===== config.mk =====
export PLATFORM = sky130hd
export DESIGN_NAME = fp_addsub_seq
export DESIGN_NICKNAME = d
export VERILOG_FILES = /design/src/rtl/fp_addsub_seq.sv
export SDC_FILE = /design/constraint.sdc
export NUM_CORES = 1
export LEC_CHECK = 0
export ABC_AREA = 0
export CORE_MARGIN = 8
export CORE_UTILIZATION = 55
export CTS_BUF_LIST = sky130_fd_sc_hd__clkbuf_2
export DETAILED_ROUTE_END_ITERATION = 10
export PLACE_DENSITY = 0.9
export SETUP_SLACK_MARGIN = 0.05
export SLEW_MARGIN = 20
export SYNTH_ARGS = -nofsm -noshare
export SYNTH_HDL_FRONTEND = slang
export SYNTH_SLANG_ARGS = --single-unit
export TNS_END_PERCENT = 1

===== constraint.sdc =====
create_clock -name clk -period 6.1 [get_ports clk]
set_input_delay 1.525 -clock clk [delete_from_list [all_inputs] [get_ports clk]]
set_output_delay 1.525 -clock clk [all_outputs]
set_load 0.03 [all_outputs]

===== src/rtl/fp_addsub_seq.sv =====
// Multi-cycle floating-point adder/subtractor with valid/ready handshakes on both sides.
// Define FP_ROUND_RNE_EN for round-to-nearest-even; otherwise results are truncated.
module fp_addsub_seq #(
   parameter int EXP_W = 8,
   parameter int MAN_W = 23,
   localparam int W = 1 + EXP_W + MAN_W
) (
   input  logic         clk,
   input  logic         reset,
   input  logic         in_valid,
   output logic         in_ready,
   input  logic         op_sel,
   input  logic [W-1:0] a,
   input  logic [W-1:0] b,
   output logic         out_valid,
   input  logic         out_ready,
   output logic [W-1:0] result,
   output logic [3:0]   flags,
   output logic [2:0]   dbg_state
);
   localparam int SIG_W = MAN_W + 5;            // carry, hidden, mantissa, G, R, S
   localparam int EW    = EXP_W + 2;            // signed working exponent
   localparam int LZ_W  = $clog2(SIG_W) + 1;

   localparam logic [2:0] S_IDLE  = 3'd0;
   localparam logic [2:0] S_ALIGN = 3'd1;
   localparam logic [2:0] S_ADD   = 3'd2;
   localparam logic [2:0] S_NORM  = 3'd3;
   localparam logic [2:0] S_ROUND = 3'd4;
   localparam logic [2:0] S_DONE  = 3'd5;

   localparam logic [EXP_W-1:0]     EXP_ONES = {EXP_W{1'b1}};
   localparam logic signed [EW-1:0] E_ZERO   = '0;
   localparam logic signed [EW-1:0] E_ONES   = {2'b00, {EXP_W{1'b1}}};
   localparam logic [W-1:0]         CNAN     = {1'b0, EXP_ONES, 1'b1, {(MAN_W-1){1'b0}}};

   logic [2:0]              state;
   logic [W-1:0]            a_r, b_r;
   logic                    op_r;
   logic [SIG_W-1:0]        xs_r, ys_r, sum_r;
   logic signed [EW-1:0]    ex_r;
   logic                    sx_r, eff_sub_r, zsign_r, zero_r;
   logic                    spec_r;
   logic [W-1:0]            spec_res_r;
   logic [3:0]              spec_fl_r;

   assign in_ready  = (state == S_IDLE);
   assign out_valid = (state == S_DONE);
   assign dbg_state = state;

   function automatic logic [LZ_W-1:0] lzc(input logic [SIG_W-2:0] v);
      lzc = LZ_W'(SIG_W - 1);
      for (int i = 0; i <= SIG_W - 2; i++)
         if (v[i]) lzc = LZ_W'(SIG_W - 2 - i);
   endfunction

   // Unpack, special-case resolution and alignment of the smaller operand
   logic             sa, sb, a_zero, b_zero, a_inf, b_inf, a_nan, b_nan, swap;
   logic [EXP_W-1:0] ea, eb, ex_n, ey_n, d;
   logic [MAN_W-1:0] ma, mb;
   logic [SIG_W-1:0] siga, sigb, xs_n, ys_src, ys_n;
   logic [W-1:0]     spec_res_n;
   logic [3:0]       spec_fl_n;

   always_comb begin
      sa     = a_r[W-1];
      sb     = b_r[W-1] ^ op_r;
      ea     = a_r[W-2:MAN_W];
      eb     = b_r[W-2:MAN_W];
      ma     = a_r[MAN_W-1:0];
      mb     = b_r[MAN_W-1:0];
      a_zero = (ea == '0);
      b_zero = (eb == '0);
      a_inf  = (ea == EXP_ONES) && (ma == '0);
      b_inf  = (eb == EXP_ONES) && (mb == '0);
      a_nan  = (ea == EXP_ONES) && (ma != '0);
      b_nan  = (eb == EXP_ONES) && (mb != '0);
      siga   = a_zero ? '0 : {2'b01, ma, 3'b000};
      sigb   = b_zero ? '0 : {2'b01, mb, 3'b000};
      swap   = {(a_zero ? '0 : ea), (a_zero ? '0 : ma)} < {(b_zero ? '0 : eb), (b_zero ? '0 : mb)};
      ex_n   = swap ? eb : (a_zero ? '0 : ea);
      ey_n   = swap ? (a_zero ? '0 : ea) : (b_zero ? '0 : eb);
      xs_n   = swap ? sigb : siga;
      ys_src = swap ? siga : sigb;
      d      = ex_n - ey_n;
      if (32'(d) >= MAN_W + 3)
         ys_n = {{(SIG_W-1){1'b0}}, |ys_src};
      else
         ys_n = (ys_src >> d) | {{(SIG_W-1){1'b0}}, |(ys_src & ~({SIG_W{1'b1}} << d))};
      spec_res_n = '0;
      spec_fl_n  = 4'b0000;
      if (a_nan || b_nan) begin
         spec_res_n = CNAN;
      end else if (a_inf && b_inf && (sa != sb)) begin
         spec_res_n = CNAN;
         spec_fl_n  = 4'b1000;
      end else if (a_inf) begin
         spec_res_n = {sa, EXP_ONES, {MAN_W{1'b0}}};
      end else if (b_inf) begin
         spec_res_n = {sb, EXP_ONES, {MAN_W{1'b0}}};
      end
   end

   // Normalisation: carry shifts right keeping sticky, otherwise shift out leading zeros
   logic [LZ_W-1:0]  lz;
   logic [SIG_W-1:0] norm_n;
   logic [EW-1:0]    enorm_n;

   always_comb begin
      lz = lzc(sum_r[SIG_W-2:0]);
      if (sum_r[SIG_W-1]) begin
         norm_n  = {1'b0, sum_r[SIG_W-1:2], sum_r[1] | sum_r[0]};
         enorm_n = ex_r + EW'(1);
      end else begin
         norm_n  = sum_r << lz;
         enorm_n = ex_r - EW'(lz);
      end
   end

   // Rounding, range checks and final packing
   logic [MAN_W:0]       mant;
   logic                 inexact, inc;
   logic [MAN_W+1:0]     rnd;
   logic [MAN_W-1:0]     man_f;
   logic signed [EW-1:0] exp_f;
   logic [W-1:0]         res_n;
   logic [3:0]           fl_n;

   always_comb begin
      mant    = sum_r[SIG_W-2:3];
      inexact = |sum_r[2:0];
`ifdef FP_ROUND_RNE_EN
      inc     = sum_r[2] & (sum_r[1] | sum_r[0] | mant[0]);
`else
      inc     = 1'b0;
`endif
      rnd     = {1'b0, mant} + {{(MAN_W+1){1'b0}}, inc};
      man_f   = rnd[MAN_W+1] ? rnd[MAN_W:1] : rnd[MAN_W-1:0];
      exp_f   = ex_r + $signed(EW'(rnd[MAN_W+1]));
      if (spec_r) begin
         res_n = spec_res_r;
         fl_n  = spec_fl_r;
      end else if (zero_r) begin
         res_n = {zsign_r, {(W-1){1'b0}}};
         fl_n  = 4'b0000;
      end else if (exp_f >= E_ONES) begin
         res_n = {sx_r, EXP_ONES, {MAN_W{1'b0}}};
         fl_n  = 4'b0101;
      end else if (exp_f <= E_ZERO) begin
         res_n = {sx_r, {(W-1){1'b0}}};
         fl_n  = 4'b0011;
      end else begin
         res_n = {sx_r, exp_f[EXP_W-1:0], man_f};
         fl_n  = {3'b000, inexact};
      end
   end

   always_ff @(posedge clk or negedge reset) begin
      if (!reset) begin
         state      <= S_IDLE;
         a_r        <= '0;
         b_r        <= '0;
         op_r       <= 1'b0;
         xs_r       <= '0;
         ys_r       <= '0;
         sum_r      <= '0;
         ex_r       <= '0;
         sx_r       <= 1'b0;
         eff_sub_r  <= 1'b0;
         zsign_r    <= 1'b0;
         zero_r     <= 1'b0;
         spec_r     <= 1'b0;
         spec_res_r <= '0;
         spec_fl_r  <= '0;
         result     <= '0;
         flags      <= '0;
      end else begin
         case (state)
            S_IDLE: if (in_valid) begin
               a_r   <= a;
               b_r   <= b;
               op_r  <= op_sel;
               state <= S_ALIGN;
            end
            S_ALIGN: begin
               xs_r       <= xs_n;
               ys_r       <= ys_n;
               ex_r       <= $signed({2'b00, ex_n});
               sx_r       <= swap ? sb : sa;
               eff_sub_r  <= sa ^ sb;
               zsign_r    <= sa & sb;
               spec_r     <= a_nan | b_nan | a_inf | b_inf;
               spec_res_r <= spec_res_n;
               spec_fl_r  <= spec_fl_n;
               state      <= S_ADD;
            end
            S_ADD: begin
               sum_r <= eff_sub_r ? (xs_r - ys_r) : (xs_r + ys_r);
               state <= S_NORM;
            end
            S_NORM: begin
               zero_r <= (sum_r == '0);
               sum_r  <= norm_n;
               ex_r   <= enorm_n;
               state  <= S_ROUND;
            end
            S_ROUND: begin
               result <= res_n;
               flags  <= fl_n;
               state  <= S_DONE;
            end
            S_DONE: if (out_ready) state <= S_IDLE;
            default: state <= S_IDLE;
         endcase
      end
   end
endmodule


==> impl_metrics.py <==
metrics = {
    "logic_synthesis": {
        "netlist_area_um2": 15900,
        "synthDistinctLibCells": 94,
        "async_flop_share_pct": 100,
        "ys_ff_latch": 202,
        "synth-seq-area-share_pct": 31.8,
        "number_of_flops_mapped_to_enable_cells_by_yosys": 0,
        "yosys_warnings": 0,
        "avg_cell_area_syn_um2": 8.38,
        "postSynthNetCount": 2037,
        "synthFlopType": "sky130_fd_sc_hd__dfrtp_1",
        "netlist_instances": 1895,
    },
    "grt": {
        "global_route_wire_length_before_repair_mm": 85.1,
        "grt.total_usage_pct": 30.9,
        "grt_max_degree": 125,
        "antenna_found_initial": 1,
        "number_of_global_route_vias_before_repair": 15400,
        "grt-ovfl-total": 0,
    },
    "timing": {
        "finalMaxSlewViolations": 0,
        "tightest_slew_ps": 1140,
        "final.period_utilization_pct": 98.1,
        "rsz0062_at_grt": "true",
        "hold_ws_ps": 479,
        "setup_viol_count_final": 0,
        "worst_clock_skew_ps": 54.3,
        "slew_headroom_pct": 24.0,
        "final_count_of_hold_timing_violations": 0,
        "clock.fmax_mhz": 167,
        "period_needed_ps": 5980,
    },
    "finish": {
        "postLayoutCellArea_um2": 18500,
        "syn2layout_area_growth_pct": 16.8,
        "highest_count_cells_in_the_layout_ignoring_fill_and_taps": "sky130_fd_sc_hd__nand2_1 (236), sky130_fd_sc_hd__dfrtp_1 (202), sky130_fd_sc_hd__nor2_1 (153), sky130_fd_sc_hd__o21ai_0 (121), sky130_fd_sc_hd__clkdlybuf4s50_1 (108)",
        "fin_nets": 2166,
        "nFillCells": 2454,
        "layout.cells.most_common": "sky130_fd_sc_hd__nand2_1",
        "layout_cell_share_with_drive_strength_beyond_1_pct": 18.1,
    },
    "setup_path": {
        "path_buf_inv": 1,
        "worst_path_largest_cell_delay_ps": 560,
        "timing.critical_path.required_ps": 6860,
        "crit_path_cells": "or4_4 -> or2_4 -> buf_12 -> nand2_1 -> ha_1 -> o2111a_1 -> a31oi_1 -> nand4_4 -> a21o_4 -> mux2i_1 -> ha_2 -> fa_2 -> nand2b_4 -> a21oi_1 -> xnor2_2 -> a2bb2oi_1 -> o22ai_1 -> nor3_1 -> o32ai_1 -> a211oi_2 -> nand4_1 -> or4_4 -> o2bb2ai_2",
        "cpMostUsedCell": "sky130_fd_sc_hd__or4_4",
        "crit_fanout": 8,
        "nature_of_the_critical_path_startpoint": "flop",
        "crit-reg2reg-capture": "ys_r[0]$_DFFE_PN0P_",
        "critical_path.top_delay_family": "simple AND/OR/NAND/NOR gates",
        "start_of_the_worst_register_to_register_path": "b_r[24]$_DFFE_PN0P_",
        "timing.setup.critical_path_class": "reg2reg",
        "worst-endpoint-arrival_ps": 6740,
        "cp_slowest_cell": "sky130_fd_sc_hd__or4_4",
        "worst-r2r-cell-count": 23,
        "end_kind": "flop",
        "setup.reg_to_reg.worst_slack_ps": 120,
    },
    "clock_network": {
        "tritoncts.num_buffers": 52,
        "hold_buffers": 0,
        "clk_latency_ps": 870,
        "clk_path_buf_depth": 3,
        "clock_pin_transition_on_the_worst_setup_and_hold_timing_paths_ps": 140,
        "htreeDepth": 2,
        "cts.root.buffer_cell": "sky130_fd_sc_hd__clkbuf_2",
        "clock_tree_from_tritoncts": "yes",
        "cts_sinks": 202,
    },
    "run_status": {
        "outcome": "complete, no violations",
    },
    "drt": {
        "drtAntennaViolNets": 0,
        "wl_per_cell_um": 22.2,
        "remaining_drc_errors": 0,
        "drt-vias-per-instance": 6.53,
        "detail_route.iter0.violations": 1822,
        "via_count": 15900,
        "detail_route.wirelength_mm": 54.2,
        "number_of_optimization_iterations_in_the_first_detailed_route_pass": 6,
    },
    "run": {
        "maxCapViolCount": 0,
    },
    "die": {
        "row_count": 62,
        "die_w_um": 186,
        "core_region_area_um2": 28500,
        "die_area_um2": 34600,
        "initial_utilization_pct": 55.6,
        "die_height_um": 186,
        "pin_count": 110,
    },
    "place": {
        "placed_cell_area_um2": 17600,
        "port_buffers": 109,
        "gpl.final_weighted_congestion": 1.07,
        "dp_hpwl_mm": 40.9,
    },
    "min_path": {
        "hold_start": "flags[3]$_DFFE_PN0P_",
        "min-delay-path-class": "reg2reg",
        "hold_path_end": "flags[3]$_DFFE_PN0P_",
        "whs_path_depth": 2,
    },
}
-- stage by stage --
stage               setup TNS (ps)  std cells  setup slack, ps  utilization, %
floorplan                        0       1895             46.4               -
global placement                 0       2334             56.2            61.7
detailed placement           -61.8       2334            -61.8            61.7
CTS                              0       2419             40.3            63.3
global route                  -306       2440             -112            65.0
finish                           0       2440              116            65.0
-- registers in the layout, summed over array words and instances (netlist names), 3 cells and up --
signal and flops:
b_r 32, a_r 32, result 32, spec_res_r 3, sum_r 28, flags 4, ex_r 10, xs_r 24
dbg_state 3, ys_r 27
-- worst reg2reg max path, stage by stage (launching register included) --
cell                        delay, ps
sky130_fd_sc_hd__dfrtp_1          430
sky130_fd_sc_hd__or4_4            560
sky130_fd_sc_hd__or2_4            330
sky130_fd_sc_hd__buf_12           160
sky130_fd_sc_hd__nand2_1          100
sky130_fd_sc_hd__ha_1             240
sky130_fd_sc_hd__o2111a_1         260
sky130_fd_sc_hd__a31oi_1          260
sky130_fd_sc_hd__nand4_4          200
sky130_fd_sc_hd__a21o_4           290
sky130_fd_sc_hd__mux2i_1          150
sky130_fd_sc_hd__ha_2             200
sky130_fd_sc_hd__fa_2             390
sky130_fd_sc_hd__nand2b_4         160
sky130_fd_sc_hd__a21oi_1          300
sky130_fd_sc_hd__xnor2_2          160
sky130_fd_sc_hd__a2bb2oi_1        190
sky130_fd_sc_hd__o22ai_1          110
sky130_fd_sc_hd__nor3_1           180
sky130_fd_sc_hd__o32ai_1          140
sky130_fd_sc_hd__a211oi_2         240
sky130_fd_sc_hd__nand4_1          160
sky130_fd_sc_hd__or4_4            540
sky130_fd_sc_hd__o2bb2ai_2        130
-- repair_timing --
item,in CTS,in global routing
pin swaps,0,28
gates resized for setup,4,69
endpoints found under the setup margin,18,27
cloned,0,2
buffers inserted,0,18
-- worst max path at each step --
stage,startpoint,end,depth (start not counted)
floorplan,b_r[27]$_DFFE_PN0P_,ys_r[4]$_DFFE_PN0P_,28
CTS,b_r[27]$_DFFE_PN0P_,ys_r[0]$_DFFE_PN0P_,27
global placement,b_r[27]$_DFFE_PN0P_,ys_r[0]$_DFFE_PN0P_,23
global route,b_r[24]$_DFFE_PN0P_,ys_r[0]$_DFFE_PN0P_,26
detailed placement,b_r[27]$_DFFE_PN0P_,ys_r[0]$_DFFE_PN0P_,23
finish,b_r[24]$_DFFE_PN0P_,ys_r[0]$_DFFE_PN0P_,23
-- metal layers --
layer	up-vias	GRT usage [%]	share of wire, %
met5	-	0	0
met3	192	5.74	8.1
li1	7267	-	-
met4	0	15.1	5.0
met2	873	50.4	47
met1	7597	39.1	40
-- cells by family (layout without fill, tap and decap cells) --
kind of cell | count (synthesis) | in the layout | share of synthesized area (%)
fa+ha+maj | 73 | 73 | 5.85
mux | 153 | 153 | 11.4
xor+xnor | 59 | 59 | 3.25
other cells | 0 | 1 | 0
buf+inv | 219 | 378 | 5.56
simple gates | 631 | 631 | 18.1
flops | 202 | 202 | 31.8
compound gates | 558 | 559 | 24.0
-- Yosys cell counts, types with 6 or more instances --
master                     instances  share of area, %
sky130_fd_sc_hd__buf_1            15              0.35
sky130_fd_sc_hd__a211o_1           9              0.50
sky130_fd_sc_hd__nand2b_1         14              0.55
sky130_fd_sc_hd__a22oi_1          13              0.61
sky130_fd_sc_hd__o221ai_1         11              0.61
sky130_fd_sc_hd__a21o_1           13              0.61
sky130_fd_sc_hd__inv_2             7              0.17
sky130_fd_sc_hd__xor2_1           15              0.83
sky130_fd_sc_hd__buf_2            18              0.57
sky130_fd_sc_hd__clkbuf_1        105               2.5
sky130_fd_sc_hd__a311oi_1          6              0.33
sky130_fd_sc_hd__nor4_1           29               1.1
sky130_fd_sc_hd__a221oi_1         11              0.61
sky130_fd_sc_hd__nor2_1          157               3.7
sky130_fd_sc_hd__o31ai_1           8              0.38
sky130_fd_sc_hd__mux2i_1          62               3.9
sky130_fd_sc_hd__nand3_1          43               1.4
sky130_fd_sc_hd__o211ai_1         16              0.76
sky130_fd_sc_hd__o21ai_1          10              0.32
sky130_fd_sc_hd__nand4_1          16              0.63
sky130_fd_sc_hd__and3_1           10              0.39
sky130_fd_sc_hd__nand2_1         246               5.8
sky130_fd_sc_hd__o21ai_0         128               4.0
sky130_fd_sc_hd__o22a_1            9              0.50
sky130_fd_sc_hd__o22ai_1          15              0.59
sky130_fd_sc_hd__mux2_2           75               5.3
sky130_fd_sc_hd__nor3_1           51               1.6
sky130_fd_sc_hd__ha_1             71               5.6
sky130_fd_sc_hd__a211oi_1         24               1.1
sky130_fd_sc_hd__o21bai_1          8              0.38
sky130_fd_sc_hd__a221o_1          18               1.1
sky130_fd_sc_hd__nor2b_1           8              0.32
sky130_fd_sc_hd__a31oi_1          33               1.3
sky130_fd_sc_hd__a22o_1           31               1.7
sky130_fd_sc_hd__a21oi_1         116               3.7
sky130_fd_sc_hd__inv_1            66               1.6
sky130_fd_sc_hd__mux4_2           15               2.1
sky130_fd_sc_hd__o21a_1           12              0.57
sky130_fd_sc_hd__xnor2_1          44               2.4
sky130_fd_sc_hd__dfrtp_1         202                32
sky130_fd_sc_hd__and2_1           19              0.75
-- final cells by class --
class	count	area (um2)	area share (%)
Antenna cell	1	2.50	0.0135
Clock buffer	72	360	1.94
Clock inverter	13	66.3	0.358
Inverter	74	278	1.50
Multi-Input combinational cell	1475	10300	55.5
Sequential cell	202	5050	27.3
Tap cell	384	480	2.59
Timing Repair Buffer	219	2010	10.8
Power is not shown: default switching activity piles up to over one toggle a cycle in this logic, so the estimate is an artifact.
